$ cat config.mk
export PLATFORM = sky130hd
export DESIGN_NAME = riscv_mem_arbiter
export DESIGN_NICKNAME = d
export VERILOG_FILES = /design/src/rtl/riscv_mem_arbiter.sv
export SDC_FILE = /design/constraint.sdc
export NUM_CORES = 1
export LEC_CHECK = 0
export ABC_CLOCK_PERIOD_IN_PS = 1600
export CORE_MARGIN = 5
export CORE_UTILIZATION = 30
export DETAILED_ROUTE_END_ITERATION = 16
export GPL_ROUTABILITY_DRIVEN = 0
export PLACE_DENSITY_LB_ADDON = 0.25
export SETUP_SLACK_MARGIN = 0.3
export SLEW_MARGIN = 20
export SYNTH_ARGS = -nofsm -noshare
export SYNTH_HDL_FRONTEND = slang
export SYNTH_SLANG_ARGS = --single-unit
export TNS_END_PERCENT = 100
$ cat constraint.sdc
create_clock -name clk -period 1.6 [get_ports clk]
set_input_delay 0.24 -clock clk [delete_from_list [all_inputs] [get_ports clk]]
set_output_delay 0.24 -clock clk [all_outputs]
set_load 0.01 [all_outputs]
$ cat src/rtl/riscv_mem_arbiter.sv
`default_nettype none
// ============================================================================
// Module   : riscv_mem_arbiter
// Purpose  : Shares one single-port, variable-latency memory between the CPU
//            instruction-fetch port (i_*) and load/store data port (d_*).
//            One transaction in flight at a time. Data has priority, with a
//            bounded number of consecutive data grants while a fetch waits.
//            Each transaction that sees no m_ack within TIMEOUT busy cycles
//            is aborted and completed with err=1 and zero read data.
// Ports    : clk, reset              - clock, synchronous active-high reset
//            i_req/i_addr            - fetch request (held until i_ack)
//            i_rdata/i_ack           - fetched word + one-cycle completion
//            d_req/d_we/d_addr/
//            d_wdata/d_be            - load/store request (held until d_ack)
//            d_rdata/d_ack           - load data + one-cycle completion
//            err                     - pulses with an ack on a timed-out access
//            m_req/m_we/m_addr/
//            m_wdata/m_be            - memory request, held for the busy phase
//            m_rdata/m_ack           - memory read data + completion strobe
// Revision : 1.0 - initial release
// ============================================================================
module riscv_mem_arbiter #(
    parameter int AW           = 32,
    parameter int DW           = 32,
    parameter int TIMEOUT      = 16,
    parameter int STARVE_LIMIT = 4
) (
    input  logic          clk,
    input  logic          reset,
    input  logic          i_req,
    input  logic [AW-1:0] i_addr,
    output logic [DW-1:0] i_rdata,
    output logic          i_ack,
    input  logic          d_req,
    input  logic          d_we,
    input  logic [AW-1:0] d_addr,
    input  logic [DW-1:0] d_wdata,
    input  logic [3:0]    d_be,
    output logic [DW-1:0] d_rdata,
    output logic          d_ack,
    output logic          err,
    output logic          m_req,
    output logic          m_we,
    output logic [AW-1:0] m_addr,
    output logic [DW-1:0] m_wdata,
    output logic [3:0]    m_be,
    input  logic [DW-1:0] m_rdata,
    input  logic          m_ack
);

    localparam int c_TW = (TIMEOUT > 2) ? $clog2(TIMEOUT) : 1;
    localparam int c_SW = (STARVE_LIMIT > 0) ? $clog2(STARVE_LIMIT + 1) : 1;
    localparam logic [c_TW-1:0] c_T_LAST = c_TW'(TIMEOUT - 1);
    localparam logic [c_SW-1:0] c_S_MAX  = c_SW'(STARVE_LIMIT);

    localparam logic [1:0] c_IDLE   = 2'd0;
    localparam logic [1:0] c_BUSY_I = 2'd1;
    localparam logic [1:0] c_BUSY_D = 2'd2;

    logic [1:0]      r_state;
    logic [1:0]      w_state_nxt;
    logic [c_TW-1:0] r_tcnt;
    logic [c_SW-1:0] r_starve;
    logic            w_busy;
    logic            w_i_elig;
    logic            w_d_elig;
    logic            w_grant_i;
    logic            w_grant_d;
    logic            w_done;
    logic            w_tout;

    // ------------------------------------------------------------------
    // State register
    // ------------------------------------------------------------------
    always_ff @(posedge clk) begin
        if (reset) begin
            r_state <= c_IDLE;
        end else begin
            r_state <= w_state_nxt;
        end
    end

    // ------------------------------------------------------------------
    // Next-state and grant decision
    // ------------------------------------------------------------------
    always_comb begin
        w_state_nxt = r_state;
        w_grant_i   = 1'b0;
        w_grant_d   = 1'b0;
        w_busy      = (r_state != c_IDLE);
        // A request still high on its own ack cycle is the old request, not
        // a new one; it becomes eligible again one cycle later.
        w_i_elig    = i_req & ~i_ack;
        w_d_elig    = d_req & ~d_ack;
        w_done      = w_busy & m_ack;
        // m_ack on the last allowed cycle still wins over the abort.
        w_tout      = w_busy & ~m_ack & (r_tcnt == c_T_LAST);
        case (r_state)
            c_IDLE: begin
                if (w_d_elig && !(w_i_elig && (r_starve == c_S_MAX))) begin
                    w_grant_d   = 1'b1;
                    w_state_nxt = c_BUSY_D;
                end else if (w_i_elig) begin
                    w_grant_i   = 1'b1;
                    w_state_nxt = c_BUSY_I;
                end
            end
            c_BUSY_I, c_BUSY_D: begin
                if (w_done || w_tout) begin
                    w_state_nxt = c_IDLE;
                end
            end
            default: begin
                w_state_nxt = c_IDLE;
            end
        endcase
    end

    // ------------------------------------------------------------------
    // Outputs decoded from state
    // ------------------------------------------------------------------
    always_comb begin
        m_req = (r_state == c_BUSY_I) || (r_state == c_BUSY_D);
    end

    // ------------------------------------------------------------------
    // Registered datapath: captured request, responses, counters
    // ------------------------------------------------------------------
    always_ff @(posedge clk) begin
        if (reset) begin
            m_we     <= 1'b0;
            m_addr   <= '0;
            m_wdata  <= '0;
            m_be     <= 4'h0;
            i_rdata  <= '0;
            d_rdata  <= '0;
            i_ack    <= 1'b0;
            d_ack    <= 1'b0;
            err      <= 1'b0;
            r_tcnt   <= '0;
            r_starve <= '0;
        end else begin
            i_ack <= 1'b0;
            d_ack <= 1'b0;
            err   <= 1'b0;

            // Request fields are captured once at grant; later changes on
            // the requester side are ignored for this transaction.
            if (w_grant_d) begin
                m_we    <= d_we;
                m_addr  <= d_addr;
                m_wdata <= d_wdata;
                m_be    <= d_be;
                r_tcnt  <= '0;
                if (w_i_elig && (r_starve != c_S_MAX)) begin
                    r_starve <= r_starve + 1'b1;
                end
            end

            if (w_grant_i) begin
                m_we     <= 1'b0;
                m_addr   <= i_addr;
                m_be     <= 4'hF;
                r_tcnt   <= '0;
                r_starve <= '0;
            end

            if (w_done || w_tout) begin
                err <= w_tout;
                if (r_state == c_BUSY_I) begin
                    i_ack   <= 1'b1;
                    i_rdata <= w_done ? m_rdata : '0;
                end else begin
                    d_ack <= 1'b1;
                    if (w_tout) begin
                        d_rdata <= '0;
                    end else if (!m_we) begin
                        d_rdata <= m_rdata;
                    end
                end
            end else if (w_busy) begin
                r_tcnt <= r_tcnt + 1'b1;
            end
        end
    end

endmodule
`default_nettype wire
==> report_table.html <==
<table>
<tr><th>Metric</th><th>Value</th></tr>
<tr><th colspan="2">Setup path</th></tr>
<tr><td>Arrival time of the worst setup path</td><td>~1900 ps</td></tr>
<tr><td>Series of cell instances along the critical path</td><td>inv_4 &gt; ha_4 &gt; buf_6 &gt; buf_6 &gt; nand3b_4 &gt; buf_12 &gt; buf_16 &gt; o21ai_4 &gt; a21oi_2</td></tr>
<tr><td>Setup Crit Path Kind</td><td>flip-flop to flip-flop</td></tr>
<tr><td>Buffer and inverter count on the worst path</td><td>5</td></tr>
<tr><td>Highest fanout seen on the critical path</td><td>8</td></tr>
<tr><td>Largest stage delay on the critical path</td><td>around 320 ps</td></tr>
<tr><td>Crit. End Element</td><td>flip-flop</td></tr>
<tr><td>Critical path's slowest cell</td><td>sky130_fd_sc_hd__dfxtp_2</td></tr>
<tr><td>Most common cell type on the critical path</td><td>sky130_fd_sc_hd__buf_6</td></tr>
<tr><td>Worst endpoint required time</td><td>~1900 ps</td></tr>
<tr><td>CP top delay family</td><td>buffers and inverters</td></tr>
<tr><td>Startpoint type of the worst setup path</td><td>flip-flop</td></tr>
<tr><th colspan="2">Detailed routing</th></tr>
<tr><td>Detailed router's first-iteration violation count</td><td>approximately 240</td></tr>
<tr><td>Vias post-DR</td><td>between 5000 and 6000</td></tr>
<tr><td>Routed via count divided by cell count</td><td>between 4 and 5</td></tr>
<tr><td>Number of remaining DRC errors</td><td>0</td></tr>
<tr><td>Final wirelength</td><td>21500 um</td></tr>
<tr><td>Antenna-violating nets left</td><td>0</td></tr>
<tr><td>Number of search-and-repair iterations in the first detailed-routing pass</td><td>4</td></tr>
<tr><td>Routed wire per std cell</td><td>~19 um</td></tr>
<tr><th colspan="2">Timing</th></tr>
<tr><td>Final worst-path cycle share</td><td>98.6%</td></tr>
<tr><td>Max-slew violation count</td><td>0</td></tr>
<tr><td>Hold violation total from the final report</td><td>0</td></tr>
<tr><td>RSZ-0062 raised after global routing</td><td>true</td></tr>
<tr><td>Period minus WS final</td><td>around 1600 ps</td></tr>
<tr><td>Rel. slew slack</td><td>a little over two thirds</td></tr>
<tr><td>Least-Margin Pin Slew</td><td>438 ps</td></tr>
<tr><td>Fmax</td><td>roughly 0.63 GHz</td></tr>
<tr><td>Minimum hold slack</td><td>approximately 250 ps</td></tr>
<tr><td>Clock Skew</td><td>about 9 ps</td></tr>
<tr><td>Setup-violating endpoint count in the final report</td><td>0</td></tr>
<tr><th colspan="2">Pwr</th></tr>
<tr><td>Sequential group share of total power</td><td>between 30% and 40%</td></tr>
<tr><td>Highest ir drop seen on vdd</td><td>0.680 mV</td></tr>
<tr><td>Internal power component</td><td>7800 uW</td></tr>
<tr><td>Combinational fraction of design power</td><td>about 27%</td></tr>
<tr><td>Leakage power figure</td><td>0.00418 uW</td></tr>
<tr><td>Power per cell area</td><td>~1100 nW/um^2</td></tr>
<tr><td>Tot Pwr</td><td>between 10000 and 15000 uW</td></tr>
<tr><td>Sw Pwr</td><td>3250 uW</td></tr>
<tr><td>Fraction of power spent switching nets</td><td>between 20 and 30%</td></tr>
<tr><td>Clock share of power</td><td>between 30% and 40%</td></tr>
<tr><th colspan="2">Place</th></tr>
<tr><td>Port-buffer cells</td><td>roughly 270</td></tr>
<tr><td>Placed instance count</td><td>1086</td></tr>
<tr><td>HPWL Detailed</td><td>12800 um</td></tr>
<tr><th colspan="2">Floorplan</th></tr>
<tr><td>Starting utilization of the core area</td><td>30.7%</td></tr>
<tr><td>Die boundary width</td><td>between 100 and 150 um</td></tr>
<tr><td>Area of the die</td><td>approximately 22000 sq um</td></tr>
<tr><td>Top-Level Pins</td><td>around 280</td></tr>
<tr><td>Core area</td><td>~19000 sq um</td></tr>
<tr><td>Placement Rows</td><td>50</td></tr>
<tr><td>Height of the die</td><td>149 um</td></tr>
<tr><th colspan="2">Synth</th></tr>
<tr><td>Synthesis-stage register bit count</td><td>around 150</td></tr>
<tr><td>Nets in the synthesized netlist</td><td>717</td></tr>
<tr><td>Fraction of post-synthesis cell area in the top cell type by area</td><td>about 50%</td></tr>
<tr><td>Mapped Area</td><td>5770 sq um</td></tr>
<tr><td>Leading cell types by total area after synthesis</td><td>sky130_fd_sc_hd__dfxtp_1 (50%), sky130_fd_sc_hd__a221o_1 (5.5%), sky130_fd_sc_hd__a22o_1 (4.9%)</td></tr>
<tr><td>Async SR Flop Fraction</td><td>0%</td></tr>
<tr><td>Syn avg cell area</td><td>approximately 10 sq um</td></tr>
<tr><td>Number of enable flip-flop cells after synthesis</td><td>0</td></tr>
<tr><td>Synth warn</td><td>0</td></tr>
<tr><td>Share of synthesized area occupied by flip-flops and latches</td><td>between 50% and 60%</td></tr>
<tr><td>Most used flip-flop cell after synthesis</td><td>sky130_fd_sc_hd__dfxtp_1</td></tr>
<tr><td>Synthesized netlist cell count</td><td>~570</td></tr>
<tr><td>Distinct cells, synth</td><td>46</td></tr>
<tr><td>Cell taking the most area after synthesis</td><td>sky130_fd_sc_hd__dfxtp_1</td></tr>
<tr><th colspan="2">CTS</th></tr>
<tr><td>Maximum level of the CTS H-tree</td><td>4</td></tr>
<tr><td>CTS max path bufs</td><td>2</td></tr>
<tr><td>Clock tree root driver cell</td><td>sky130_fd_sc_hd__clkbuf_16</td></tr>
<tr><td>Clock tree from TritonCTS</td><td>yes</td></tr>
<tr><td># clock sinks</td><td>145</td></tr>
<tr><td>Register clock-pin slew on the reported worst setup and hold paths</td><td>around 70 ps</td></tr>
<tr><td>Cts bufs inserted</td><td>17</td></tr>
<tr><td>Clock Latency Late Sink</td><td>420 ps</td></tr>
<tr><th colspan="2">Cells and area</th></tr>
<tr><td>Ratio of cells with drive above 1 in the final layout</td><td>28.9%</td></tr>
<tr><td>Final net count</td><td>slightly above 1000</td></tr>
<tr><td>Commonest non-fill, non-tap cell in the layout</td><td>sky130_fd_sc_hd__dfxtp_1</td></tr>
<tr><td>Antenna Diode Count</td><td>0</td></tr>
<tr><td>Post-Layout Cell Count</td><td>1155</td></tr>
<tr><td>Commonest cells after routing, fill and taps aside</td><td>sky130_fd_sc_hd__dfxtp_1 (137), sky130_fd_sc_hd__clkdlybuf4s50_1 (136), sky130_fd_sc_hd__clkdlybuf4s15_1 (63)</td></tr>
<tr><td>Fill cell total of the finished layout</td><td>roughly 1700</td></tr>
<tr><td>P&amp;R area growth vs syn</td><td>80.2%</td></tr>
<tr><th colspan="2">Global route</th></tr>
<tr><td>Met1 GRT Util</td><td>a little over a fifth</td></tr>
<tr><td>Largest net degree at the start of global routing</td><td>57</td></tr>
<tr><td>Gr busiest metal</td><td>met2</td></tr>
<tr><td>Grt met3 use</td><td>6.65%</td></tr>
<tr><td>Met2 track utilization from global routing</td><td>26.2%</td></tr>
<tr><td>Vias in the first global route</td><td>roughly 5500</td></tr>
<tr><td>Initial antenna violation count</td><td>0</td></tr>
<tr><td>Total overflow reported by the global router</td><td>0</td></tr>
<tr><td>All-Layer GR Usage</td><td>roughly 17%</td></tr>
<tr><td>First-pass GRT wire length</td><td>just over 30000 um</td></tr>
<tr><th colspan="2">Worst hold path</th></tr>
<tr><td>Hold Crit Class</td><td>input port to flip-flop</td></tr>
<tr><th colspan="2">Flow run</th></tr>
<tr><td># Max-Cap Violations</td><td>0</td></tr>
<tr><th colspan="2">Outcome</th></tr>
<tr><td>Run status</td><td>finished clean</td></tr>
</table>
-- synthesized netlist by cell type (2+ instances only) --
cell type and n:
sky130_fd_sc_hd__dfxtp_1 145, sky130_fd_sc_hd__nand4b_1 3, sky130_fd_sc_hd__o21ai_0 14, sky130_fd_sc_hd__a22o_1 32, sky130_fd_sc_hd__ha_1 5, sky130_fd_sc_hd__inv_1 5
sky130_fd_sc_hd__buf_2 27, sky130_fd_sc_hd__nor2_1 2, sky130_fd_sc_hd__nor3_1 4, sky130_fd_sc_hd__nor3_2 2, sky130_fd_sc_hd__buf_4 2, sky130_fd_sc_hd__a31oi_1 5
sky130_fd_sc_hd__nand2b_1 37, sky130_fd_sc_hd__nand3_1 38, sky130_fd_sc_hd__a211oi_1 2, sky130_fd_sc_hd__o2bb2ai_1 32, sky130_fd_sc_hd__clkbuf_1 18, sky130_fd_sc_hd__buf_6 7
sky130_fd_sc_hd__nand3b_2 2, sky130_fd_sc_hd__o21ai_1 24, sky130_fd_sc_hd__nor2b_1 34, sky130_fd_sc_hd__a21o_1 2, sky130_fd_sc_hd__nand4_1 2, sky130_fd_sc_hd__and3_1 33
sky130_fd_sc_hd__and3b_1 2, sky130_fd_sc_hd__a221o_1 32, sky130_fd_sc_hd__nand2_1 5, sky130_fd_sc_hd__a21oi_1 40
-- tightest hold or removal path: stages --
cell and delay (ps):
sky130_fd_sc_hd__buf_4 120, sky130_fd_sc_hd__nand2b_1 100, sky130_fd_sc_hd__or4_1 100, sky130_fd_sc_hd__o41ai_1 60
-- logic make-up after synthesis --
group | after synthesis | share of synthesized area, %
compound gates | 192 | 24.7
mux | 1 | 0.173
buf+inv | 59 | 5.46
xor+xnor | 1 | 0.152
flops | 145 | 50.3
simple gates | 171 | 18.1
fa+ha+maj | 5 | 1.08
-- power by group through the flow --
stage / Sequential (uW) / Combinational [uW] / Clock, uW
detailed placement: 4200 / 2560 / 0
floorplan: 4340 / 1070 / 0
CTS: 4120 / 2580 / 4040
global route: 4200 / 3180 / 4200
global placement: 4190 / 2560 / 0
finish: 4150 / 2980 / 3920
-- worst paths after layout --
kind	startpoint	to	slack, ps	cells past startpoint
setup reg to reg	r_state[1]	m_wdata[20]	20	9
hold reg to reg	m_wdata[11]	m_wdata[11]	460	2
hold / removal	reset	r_state[1]	250	4
setup / recovery	r_state[1]	m_wdata[20]	20	9
-- registers in the layout, indices dropped and copies added (netlist names) --
name	flops
d_ack	1
err	1
r_state	2
i_ack	1
d_rdata	32
r_tcnt	4
r_starve	3
m_addr	32
m_we	1
i_rdata	32
m_be	4
m_wdata	32
-- cell type report --
type	instances	area (sq um)	share of cell area (%)
flip-flops and latches	145	2920	28.1
repair buffers	343	3500	33.7
inverters	5	23.8	0.229
clock inverters	14	145	1.40
clock buffers	18	429	4.13
well taps	260	325	3.13
multi-input cells	370	3060	29.4
-- metrics by stage --
step,cell area [sq um],TNS [ps],setup slack [ps],utilization (%)
after floorplan,5930,0,167,-
after global placement,8990,-10390,-166,47.7
after detailed placement,8990,-11930,-192,47.7
after CTS,9690,0,46.5,51.4
after global routing,10400,-573,-37.1,55.2
final,10400,0,22.4,55.2
-- repair_timing --
action | in CTS | in global routing
cloned | 5 | 14
hold buffers | 0 | 0
pin swaps | 9 | 32
resized for setup | 220 | 235
endpoints found under the setup margin | 277 | 236
buffers inserted | 5 | 13
-- metal layers --
metal / share of wire (%) / vias to the layer above
li1: - / 2784
met1: 42 / 2739
met2: 47 / 222
met3: 8.9 / 27
met4: 2.0 / 0
met5: 0 / -
Note: power is estimated with default switching activity, not from simulation.
